$ cat config.mk
export PLATFORM = sky130hd
export DESIGN_NAME = mem_port_arbiter
export DESIGN_NICKNAME = d
export VERILOG_FILES = /design/src/rtl/mem_port_arbiter.sv
export SDC_FILE = /design/constraint.sdc
export NUM_CORES = 1
export LEC_CHECK = 0
export BUFFER_PORTS_ARGS = -buffer_cell sky130_fd_sc_hd__buf_2
export CORE_AREA = 2 2 666 668
export DETAILED_ROUTE_END_ITERATION = 8
export DIE_AREA = 0 0 668 670
export HOLD_SLACK_MARGIN = 0.06
export SETUP_SLACK_MARGIN = 0.05
export SLEW_MARGIN = 40
export SYNTH_ARGS = -nofsm -noshare
export SYNTH_HDL_FRONTEND = slang
export SYNTH_SLANG_ARGS = --single-unit
$ cat constraint.sdc
create_clock -name clk -period 5.75 [get_ports clk]
set_clock_uncertainty 0.1 [all_clocks]
set_input_delay 1.725 -clock clk [delete_from_list [all_inputs] [get_ports clk]]
set_output_delay 1.725 -clock clk [all_outputs]
set_load 0.1 [all_outputs]
$ cat src/rtl/mem_port_arbiter.sv
// ----------------------------------------------------------------------------
// mem_port_arbiter
//
// Purpose:
//   Shares the single external memory port between the I-cache refill path
//   (requester 0) and the D-cache MSHRs (requesters 1..REQ_NUM-1). One
//   requester is picked per transaction in round-robin order and copied into a
//   stable issue slot. Each read is tagged with the index of an outstanding-read
//   table entry, so that tagged and possibly out-of-order read responses can be
//   routed back to the requester that owns them.
//
// Ports:
//   clk, rst         clock; synchronous active-high reset
//   reqValid         per-requester request valid
//   reqIsWrite       per-requester kind (1 = line write-back, 0 = line read)
//   reqAddr          packed line addresses, requester i at [i*ADDR_WIDTH +: ADDR_WIDTH]
//   reqData          packed write data, requester i at [i*LINE_WIDTH +: LINE_WIDTH]
//   reqAck           one-hot, single-cycle pulse: this cycle's request is captured
//   memReqValid      issue slot valid
//   memReqIsWrite    issue slot kind
//   memReqAddr       issue slot address
//   memReqData       issue slot write data
//   memReqTag        read tag (table entry index); 0 for writes
//   memReqReady      memory accepts the issue slot this cycle
//   memRespValid     read response valid
//   memRespTag       tag of the read response
//   memRespData      read response line
//   respValid        one-hot, single-cycle: response for requester i
//   respData         response line accompanying respValid
//   busy             issue slot valid or any table entry valid
//   protocolError    sticky: a response arrived for an unallocated tag
//
// REQ_NUM must be at least 2; MAX_OUTSTANDING is a power of two, at least 2.
// ----------------------------------------------------------------------------
module mem_port_arbiter #(
   parameter int REQ_NUM         = 3,
   parameter int ADDR_WIDTH      = 32,
   parameter int LINE_WIDTH      = 256,
   parameter int MAX_OUTSTANDING = 4,
   parameter int TAG_WIDTH       = $clog2(MAX_OUTSTANDING)
) (
   input  logic                          clk,
   input  logic                          rst,
   input  logic [REQ_NUM-1:0]            reqValid,
   input  logic [REQ_NUM-1:0]            reqIsWrite,
   input  logic [REQ_NUM*ADDR_WIDTH-1:0] reqAddr,
   input  logic [REQ_NUM*LINE_WIDTH-1:0] reqData,
   output logic [REQ_NUM-1:0]            reqAck,
   output logic                          memReqValid,
   output logic                          memReqIsWrite,
   output logic [ADDR_WIDTH-1:0]         memReqAddr,
   output logic [LINE_WIDTH-1:0]         memReqData,
   output logic [TAG_WIDTH-1:0]          memReqTag,
   input  logic                          memReqReady,
   input  logic                          memRespValid,
   input  logic [TAG_WIDTH-1:0]          memRespTag,
   input  logic [LINE_WIDTH-1:0]         memRespData,
   output logic [REQ_NUM-1:0]            respValid,
   output logic [LINE_WIDTH-1:0]         respData,
   output logic                          busy,
   output logic                          protocolError
);

   localparam int PTR_W = $clog2(REQ_NUM);

   typedef enum logic {
      ST_IDLE,
      ST_ISSUE
   } arbState_t;

   // ------------------------------------------------------------------------
   // State
   // ------------------------------------------------------------------------
   arbState_t               r_state;
   logic [PTR_W-1:0]        r_rrPtr;
   logic [PTR_W-1:0]        r_winner;
   logic                    r_memReqValid;
   logic                    r_memReqIsWrite;
   logic [ADDR_WIDTH-1:0]   r_memReqAddr;
   logic [LINE_WIDTH-1:0]   r_memReqData;
   logic [TAG_WIDTH-1:0]    r_memReqTag;

   logic [MAX_OUTSTANDING-1:0] r_entryValid;
   logic [PTR_W-1:0]           r_entryOwner [MAX_OUTSTANDING];
   logic [REQ_NUM-1:0]         r_respValid;
   logic [LINE_WIDTH-1:0]      r_respData;
   logic                       r_protocolError;

   // ------------------------------------------------------------------------
   // Combinational helpers
   // ------------------------------------------------------------------------
   logic [ADDR_WIDTH-1:0] w_addrArr [REQ_NUM];
   logic [LINE_WIDTH-1:0] w_dataArr [REQ_NUM];
   logic [REQ_NUM-1:0]    w_eligible;
   logic                  w_hasFree;
   logic [TAG_WIDTH-1:0]  w_freeIdx;
   logic                  w_found;
   logic [PTR_W-1:0]      w_winner;
   logic [REQ_NUM-1:0]    w_winnerOneHot;
   logic                  w_grant;
   logic                  w_grantRead;
   logic [PTR_W:0]        w_rrSum;
   logic [PTR_W-1:0]      w_rrNext;

   // Unpack the flat request buses so the winner can select by index.
   for (genvar g = 0; g < REQ_NUM; g++) begin : g_unpack
      assign w_addrArr[g] = reqAddr[g*ADDR_WIDTH +: ADDR_WIDTH];
      assign w_dataArr[g] = reqData[g*LINE_WIDTH +: LINE_WIDTH];
   end

   // Lowest-index free table entry. The scan runs from the top down so the
   // last hit, i.e. the lowest free index, is what remains. This looks only at
   // the registered table, so an entry freed by a response in the same cycle
   // is not offered until the following cycle.
   always_comb begin
      w_hasFree = 1'b0;
      w_freeIdx = '0;
      for (int i = MAX_OUTSTANDING - 1; i >= 0; i--) begin
         if (!r_entryValid[i]) begin
            w_hasFree = 1'b1;
            w_freeIdx = TAG_WIDTH'(i);
         end
      end
   end

   // Writes need no table entry, so a full table only holds back reads; other
   // requesters' writes can still win around a blocked read.
   assign w_eligible = reqValid & (reqIsWrite | {REQ_NUM{w_hasFree}});

   // Round-robin pick: first eligible requester starting at rrPtr, wrapping
   // around. The scan index is kept one bit wider so the wrap is a compare
   // and subtract rather than a general modulo.
   always_comb begin
      logic [PTR_W:0] scan;
      w_found  = 1'b0;
      w_winner = '0;
      scan     = '0;
      for (int k = 0; k < REQ_NUM; k++) begin
         scan = {1'b0, r_rrPtr} + (PTR_W+1)'(k);
         if (scan >= (PTR_W+1)'(REQ_NUM)) begin
            scan = scan - (PTR_W+1)'(REQ_NUM);
         end
         if (!w_found && w_eligible[scan[PTR_W-1:0]]) begin
            w_found  = 1'b1;
            w_winner = scan[PTR_W-1:0];
         end
      end
   end

   assign w_winnerOneHot = REQ_NUM'(1) << w_winner;

   // A grant only happens from IDLE, which limits the port to one grant every
   // two cycles. The acknowledge is combinational so the requester learns in
   // the capture cycle that it may present its next request afterwards.
   assign w_grant     = (r_state == ST_IDLE) && w_found && !rst;
   assign w_grantRead = w_grant && !reqIsWrite[w_winner];
   assign reqAck      = w_grant ? w_winnerOneHot : '0;

   // Pointer moves to the requester after the one just served.
   assign w_rrSum  = {1'b0, r_winner} + (PTR_W+1)'(1);
   assign w_rrNext = (w_rrSum >= (PTR_W+1)'(REQ_NUM)) ? '0 : w_rrSum[PTR_W-1:0];

   // ------------------------------------------------------------------------
   // Issue FSM: IDLE latches the winner into the issue slot; ISSUE holds the
   // slot stable until the memory takes it, then advances the round-robin
   // pointer past the winner.
   // ------------------------------------------------------------------------
   always_ff @(posedge clk) begin
      if (rst) begin
         r_state         <= ST_IDLE;
         r_rrPtr         <= '0;
         r_winner        <= '0;
         r_memReqValid   <= 1'b0;
         r_memReqIsWrite <= 1'b0;
         r_memReqAddr    <= '0;
         r_memReqData    <= '0;
         r_memReqTag     <= '0;
      end else begin
         case (r_state)
            ST_IDLE: begin
               if (w_found) begin
                  r_state         <= ST_ISSUE;
                  r_winner        <= w_winner;
                  r_memReqValid   <= 1'b1;
                  r_memReqIsWrite <= reqIsWrite[w_winner];
                  r_memReqAddr    <= w_addrArr[w_winner];
                  r_memReqData    <= w_dataArr[w_winner];
                  r_memReqTag     <= reqIsWrite[w_winner] ? '0 : w_freeIdx;
               end
            end
            ST_ISSUE: begin
               if (memReqReady) begin
                  r_state       <= ST_IDLE;
                  r_memReqValid <= 1'b0;
                  r_rrPtr       <= w_rrNext;
               end
            end
            default: begin
               r_state <= ST_IDLE;
            end
         endcase
      end
   end

   // ------------------------------------------------------------------------
   // Outstanding-read table and response routing. A read reserves its entry
   // when it is latched, not at the memory handshake, so a response can never
   // find its tag missing. A matching response is forwarded one cycle later
   // and frees the entry on the same edge. A grant and a free in one cycle
   // always touch different entries, since the grant only picks an entry that
   // was already free. A response for an unallocated tag is dropped and
   // raises the sticky error flag.
   // ------------------------------------------------------------------------
   always_ff @(posedge clk) begin
      if (rst) begin
         r_entryValid    <= '0;
         for (int i = 0; i < MAX_OUTSTANDING; i++) begin
            r_entryOwner[i] <= '0;
         end
         r_respValid     <= '0;
         r_respData      <= '0;
         r_protocolError <= 1'b0;
      end else begin
         r_respValid <= '0;
         if (memRespValid) begin
            if (r_entryValid[memRespTag]) begin
               r_respValid              <= REQ_NUM'(1) << r_entryOwner[memRespTag];
               r_respData               <= memRespData;
               r_entryValid[memRespTag] <= 1'b0;
            end else begin
               r_protocolError <= 1'b1;
            end
         end
         if (w_grantRead) begin
            r_entryValid[w_freeIdx] <= 1'b1;
            r_entryOwner[w_freeIdx] <= w_winner;
         end
      end
   end

   // ------------------------------------------------------------------------
   // Output wiring
   // ------------------------------------------------------------------------
   assign memReqValid   = r_memReqValid;
   assign memReqIsWrite = r_memReqIsWrite;
   assign memReqAddr    = r_memReqAddr;
   assign memReqData    = r_memReqData;
   assign memReqTag     = r_memReqTag;
   assign respValid     = r_respValid;
   assign respData      = r_respData;
   assign protocolError = r_protocolError;
   assign busy          = r_memReqValid | (|r_entryValid);

endmodule

Word level (Yosys, flattened, before mapping)
Memory sizes are Yosys's and may differ from the RTL's. Index checks and enable logic that the tools add are counted. W data, S select, Z words.

Register bits: 561. Latch bits: 0. Bits in writable memories: 8. ROM bits: 0. Bits of input ports: 1132. Word-level logic and storage cells: 123. Memories kept: 1.

Memory list: r_entryOwner (depth 4, bits a word 2, read ports 1, clocked after memory_dff 0, wr ports 4, line 84) `logic [PTR_W-1:0] r_entryOwner [MAX_OUTSTANDING];`.

$add $sub $neg: 6. Multipliers: 0. Div/mod/pow operators: 0. Magnitude comparators: 13. Eq/ne operators: 2. Shifts and indexed selects: 2. Multiplexer cells: 58. Bitwise operators: 10. Reduce and logical (&&, ||, !) cells: 19.

Operators by type and width (count): $bmux W256 S2 (1); $mux W256 (2); $bmux W32 S2 (1); $mux W32 (2); $mux W2 (14); $mux W1 (24); $lt A2 B3 Y1 const B (6); $mux W4 (4); $bmux W1 S2 (5); $reduce_and A2 Y1 (5); $ge A3 B2 Y1 const B (3); $logic_and A1 B1 Y1 (7); $add A2 B1 Y3 const B (2); $shl A1 B2 Y3 const A (2); $sub A2 B2 Y2 const B (3); $and A4 B4 Y4 (1); $demux W1 S2 (2); $ge A2 B1 Y1 const B (2); $logic_not A1 Y1 (4); $ne A2 B2 Y1 const B (2); $not A4 Y4 (1); $or A4 B4 Y4 (1); $pmux W1 S2 (2); $reduce_or A4 Y1 (1); other kinds (11) (13).

Depth between registers and ports, before layout
Word-level depth: 24. Gate-level depth with buffers: 12. Gate-level depth less buffers: 8.

Least setup slack after synthesis
Ideal clock, no wire load.

Path kind: in2out. Start: in reqIsWrite[1]. End: out reqAck[2]. Arrival time: 4526 ps. Required time: 3925 ps. Slack: -601 ps. Stages: 4. Path buffers: 0. Cell sequence: o21ai_0 -> a41o_1 -> a211o_1 -> nor3_1.

Word-level cells in the longest chain between the ends: 14. Elaborated cells on any way between the ends: 22. Those cells by class: shift (1); mux (13); bitwise (2); reduce/logical (6).

Ends and longest elaborated chain: start: declaration (line 45) `input logic [REQ_NUM-1:0] reqIsWrite,`; $or A3 B3 Y3 (*) (line 128) `assign w_eligible = reqValid & (reqIsWrite | {REQ_NUM{w_hasFree}});`; $and A3 B3 Y3 (*) (line 128); $bmux W1 S2 (line 143) `if (!w_found && w_eligible[scan[PTR_W-1:0]]) begin`; $mux W1 (not written as such) (line 143); $mux W1 (line 143); $logic_not A1 Y1 (line 143); $logic_and A1 B1 Y1 (line 143); $mux W1 (line 143); $logic_not A1 Y1 (line 143); $logic_and A1 B1 Y1 (line 143); $mux W1 (line 143); $logic_and A1 B1 Y1 (2 in series) (line 155) `assign w_grant = (r_state == ST_IDLE) && w_found && !rst;`; $mux W3 (*) (line 157) `assign reqAck = w_grant ? w_winnerOneHot : '0;`; end: declaration (line 48) `output logic [REQ_NUM-1:0] reqAck,`.

Mark *: on every way between the ends. The rest lies on a longest branch, timed or not. The select of a mux whose other input is x is not followed.

Worst setup path in the final report
Start: in reqIsWrite[2]. End: out reqAck[2].

Same word-level chain as after synthesis.

==> impl_metrics.toml <==
[min_path]
hold_depth = 2
hp-start = "respData[134]"
hp-class = "register to register"
whs_endpoint = "respData[134]"

[route]
routed_wirelength_um = 356000
wl_per_cell_um = 33.5
via_per_inst = 3.07
drc = 0
num_vias = 32600
ant_nets = 0
drt_iter0_drc = 2713
dr.pass1.iters = 7

[floorplan]
die_area_um2 = 448000
dieHeight_um = 670
start_util = 0.0595
die_width_um = 668
ios = 1688
rows = 244
core_area_um2 = 440000

[logic_synthesis]
syn_area_um2 = 26200
yosysMostFrequentCell = "nand2_1"
synth_top_area_share = 0.428
syn_nets = 4036
ys_seq_area_frac = 0.438
synth_edf_count = 8
synth_top_flop_cell = "dfxtp_1"
synth_area_leaders = "dfxtp_1 43%, nand2_1 12%, a311oi_2 11%"
synthTopCellsByCount = "819 x nand2_1, 561 x dfxtp_1, 295 x nor2_1"
yosysUniqueCellTypes = 49
yosysWarningCount = 0
synth_area_per_cell_um2 = 9.03
synth-seq-cells = 569
postSynthCellCount = 2902
async_flop_share = 0
yosys.area.top_type = "dfxtp_1"

[cells_and_area]
multi_input_area_um2 = 13100
drive_gt1_frac = 0.510
fin_cells = 10600
register_area_um2 = 11500
fin_nets = 5586
syn_to_final_growth_pct = 71.4
post-route-cell-area_um2 = 44900
nFillCells = 51500
final_core_util = 0.102

[cts]
ctsHtreeMaxLevel = 3
cts_buffer_depth = 4
cts_sinks = 569
cts_made_buffers = 90
clk_pin_slew_ps = 50
postCtsHoldBufs = 0
cts_setup_buffers = 0
cts-resized-gates = 0
cts_tree = "done"
clock_latency_ps = 830
root_buffer = "clkbuf_16"

[critical_path]
crit_required_ps = 3920
cp-end-kind = "output port"
crit_fanout = 6
path_buf_inv = 2
r2r_end = "memReqData[99]"
crit_slowest_cell = "nor3_2"
crit_type = "input pin to output port"
r2r_slack_ps = 1900
cpLargestDelayFamily = "compound AO/OA/AOI/OAI gates"
ff2ff_path_depth = 10
cp-start-kind = "input pin"
max_stage_delay_ps = 410
worstPathArrival_ps = 3650
path_cells = "buf_2, o21ai_0, a41o_1, a211o_1, nor3_2, buf_6"
r2r-start = "r_rrPtr[0]"

[sta]
min_period_ps = 5470
finalHoldViolations = 0
finalSetupViolCount = 0
period_share = 0.952
fin_setup_tns_ps = 0
rsz0062_at_grt = "false"
final-max-slew-violation-count = 0
whs_ps = 349
tightest_slew_ps = 944
maxSlewHeadroom = 0.371
timing.final.ws_setup_ps = 278
max_freq_ghz = 0.183

[placed_design]
dpl-instance-area_um2 = 41200
dp_slack_ps = 64.3
dp_hpwl_um = 319000
io_buffers = 1687
routabilityCongestion = 0.994
dp_cells = 10300

[power_and_ir_drop]
p_per_area_nw_per_um2 = 368
p_total_mw = 16.5
ir_worst_vdd_v = 0.000247
p_leak_nw = 17.1

[grt]
antenna_found_initial = 556
gr-total-overflow = 0
grt_pass1_wl_um = 419000
grt_pass1_vias = 29100
grt_max_degree = 157
grt_use_total = 0.153

[run_status]
status = "finished clean"

[flow_run]
drv_cap = 0
-- layer usage --
metal | vias up | share of wire | routed length (um) | global-route usage
li1 | 13700 | - | - | -
met1 | 15200 | 0.38 | 134000 | 0.170
met5 | - | 0.0041 | 1450 | 0
met2 | 2402 | 0.45 | 161000 | 0.250
met4 | 216 | 0.043 | 15300 | 0.0444
met3 | 1105 | 0.13 | 44500 | 0.0815
-- sequential cells by signal, summed over array words and instances (netlist names) --
signal,cells
memReqData,256
respData,256
memReqAddr,32
r_entryOwner,8
r_entryValid,4
respValid,3
memReqTag,2
r_rrPtr,2
r_winner,2
memReqIsWrite,1
memReqValid,1
protocolError,1
r_state,1
-- cell families (layout without fill, tap and decap cells) --
| kind of cell | Yosys count | count (layout) | synth area share |
|---|---|---|---|
| muxes | 3 | 3 | 0.00258 |
| DFF | 569 | 569 | 0.438 |
| adders and majority gates | 2 | 2 | 0.000954 |
| and+or+nand+nor | 1162 | 1162 | 0.171 |
| other | 0 | 191 | 0 |
| AOI/OAI and AO/OA | 873 | 873 | 0.324 |
| buffers and inverters | 293 | 1912 | 0.0635 |
-- how the worst max path moves through the flow --
| stage | start | end | slack, ps | cells past startpoint |
|---|---|---|---|---|
| 6_report | reqIsWrite[2] | reqAck[2] | 280 | 6 |
| 5_1_grt | reqIsWrite[1] | reqAck[2] | 120 | 7 |
| 4_1_cts | reqValid[2] | reqAck[2] | 60 | 6 |
| 3_5_place_dp | reqValid[2] | reqAck[2] | 60 | 6 |
| 3_3_place_gp | reqValid[2] | reqAck[2] | 50 | 6 |
| 2_1_floorplan | reqIsWrite[1] | reqAck[2] | 270 | 4 |
-- layout make-up --
cell class | count | area share
multi-input combinational | 2040 | 0.292
clock buffer | 115 | 0.0558
timing repair buffer | 1742 | 0.206
antenna | 191 | 0.0106
sequential | 569 | 0.255
clock inverter | 46 | 0.0150
tap | 5904 | 0.164
inverter | 9 | 0.000752
-- power breakdown --
group          internal, mW  leakage (nW)  switching, mW
Sequential             4.32          4.68          0.201
Combinational          1.16          10.8           4.65
Clock                  3.72          1.56           2.46
Total                  9.21          17.1           7.31
-- tightest hold or removal path: cells and delay by family, from the launching register on --
family          cells  cell delay [ps]
compound gates      1               50
flops               1              300
simple gates        1               50
-- cell usage in the layout (no fill, tap or decap), types with 3 or more instances in the layout --
cell        netlist  layout
clkbuf_16         0      92
nor3_1           11       9
dfxtp_1         561     561
buf_2           109    1679
nand2b_1          4       4
bufinv_16         0      14
and2_1            5       3
clkbuf_8          0      12
buf_12           22      28
a311oi_1         88      88
o32ai_1           4       4
edfxtp_1          8       8
nand3_1           5       5
clkinvlp_4        0       4
a22oi_1          88      88
clkbuf_1        132      11
inv_1             9       9
and3_1            3       3
diode_2           0     191
buf_4            13      31
a311oi_2        200     200
inv_6             0       9
nor2_1          295     295
a22oi_2         200     200
o21ai_0          11      11
mux4_2            3       3
nand2_1         819     818
clkinv_2          0      12
nor2b_1           5       5
a21oi_1         265     265
Note: power is estimated with default switching activity, not from simulation.
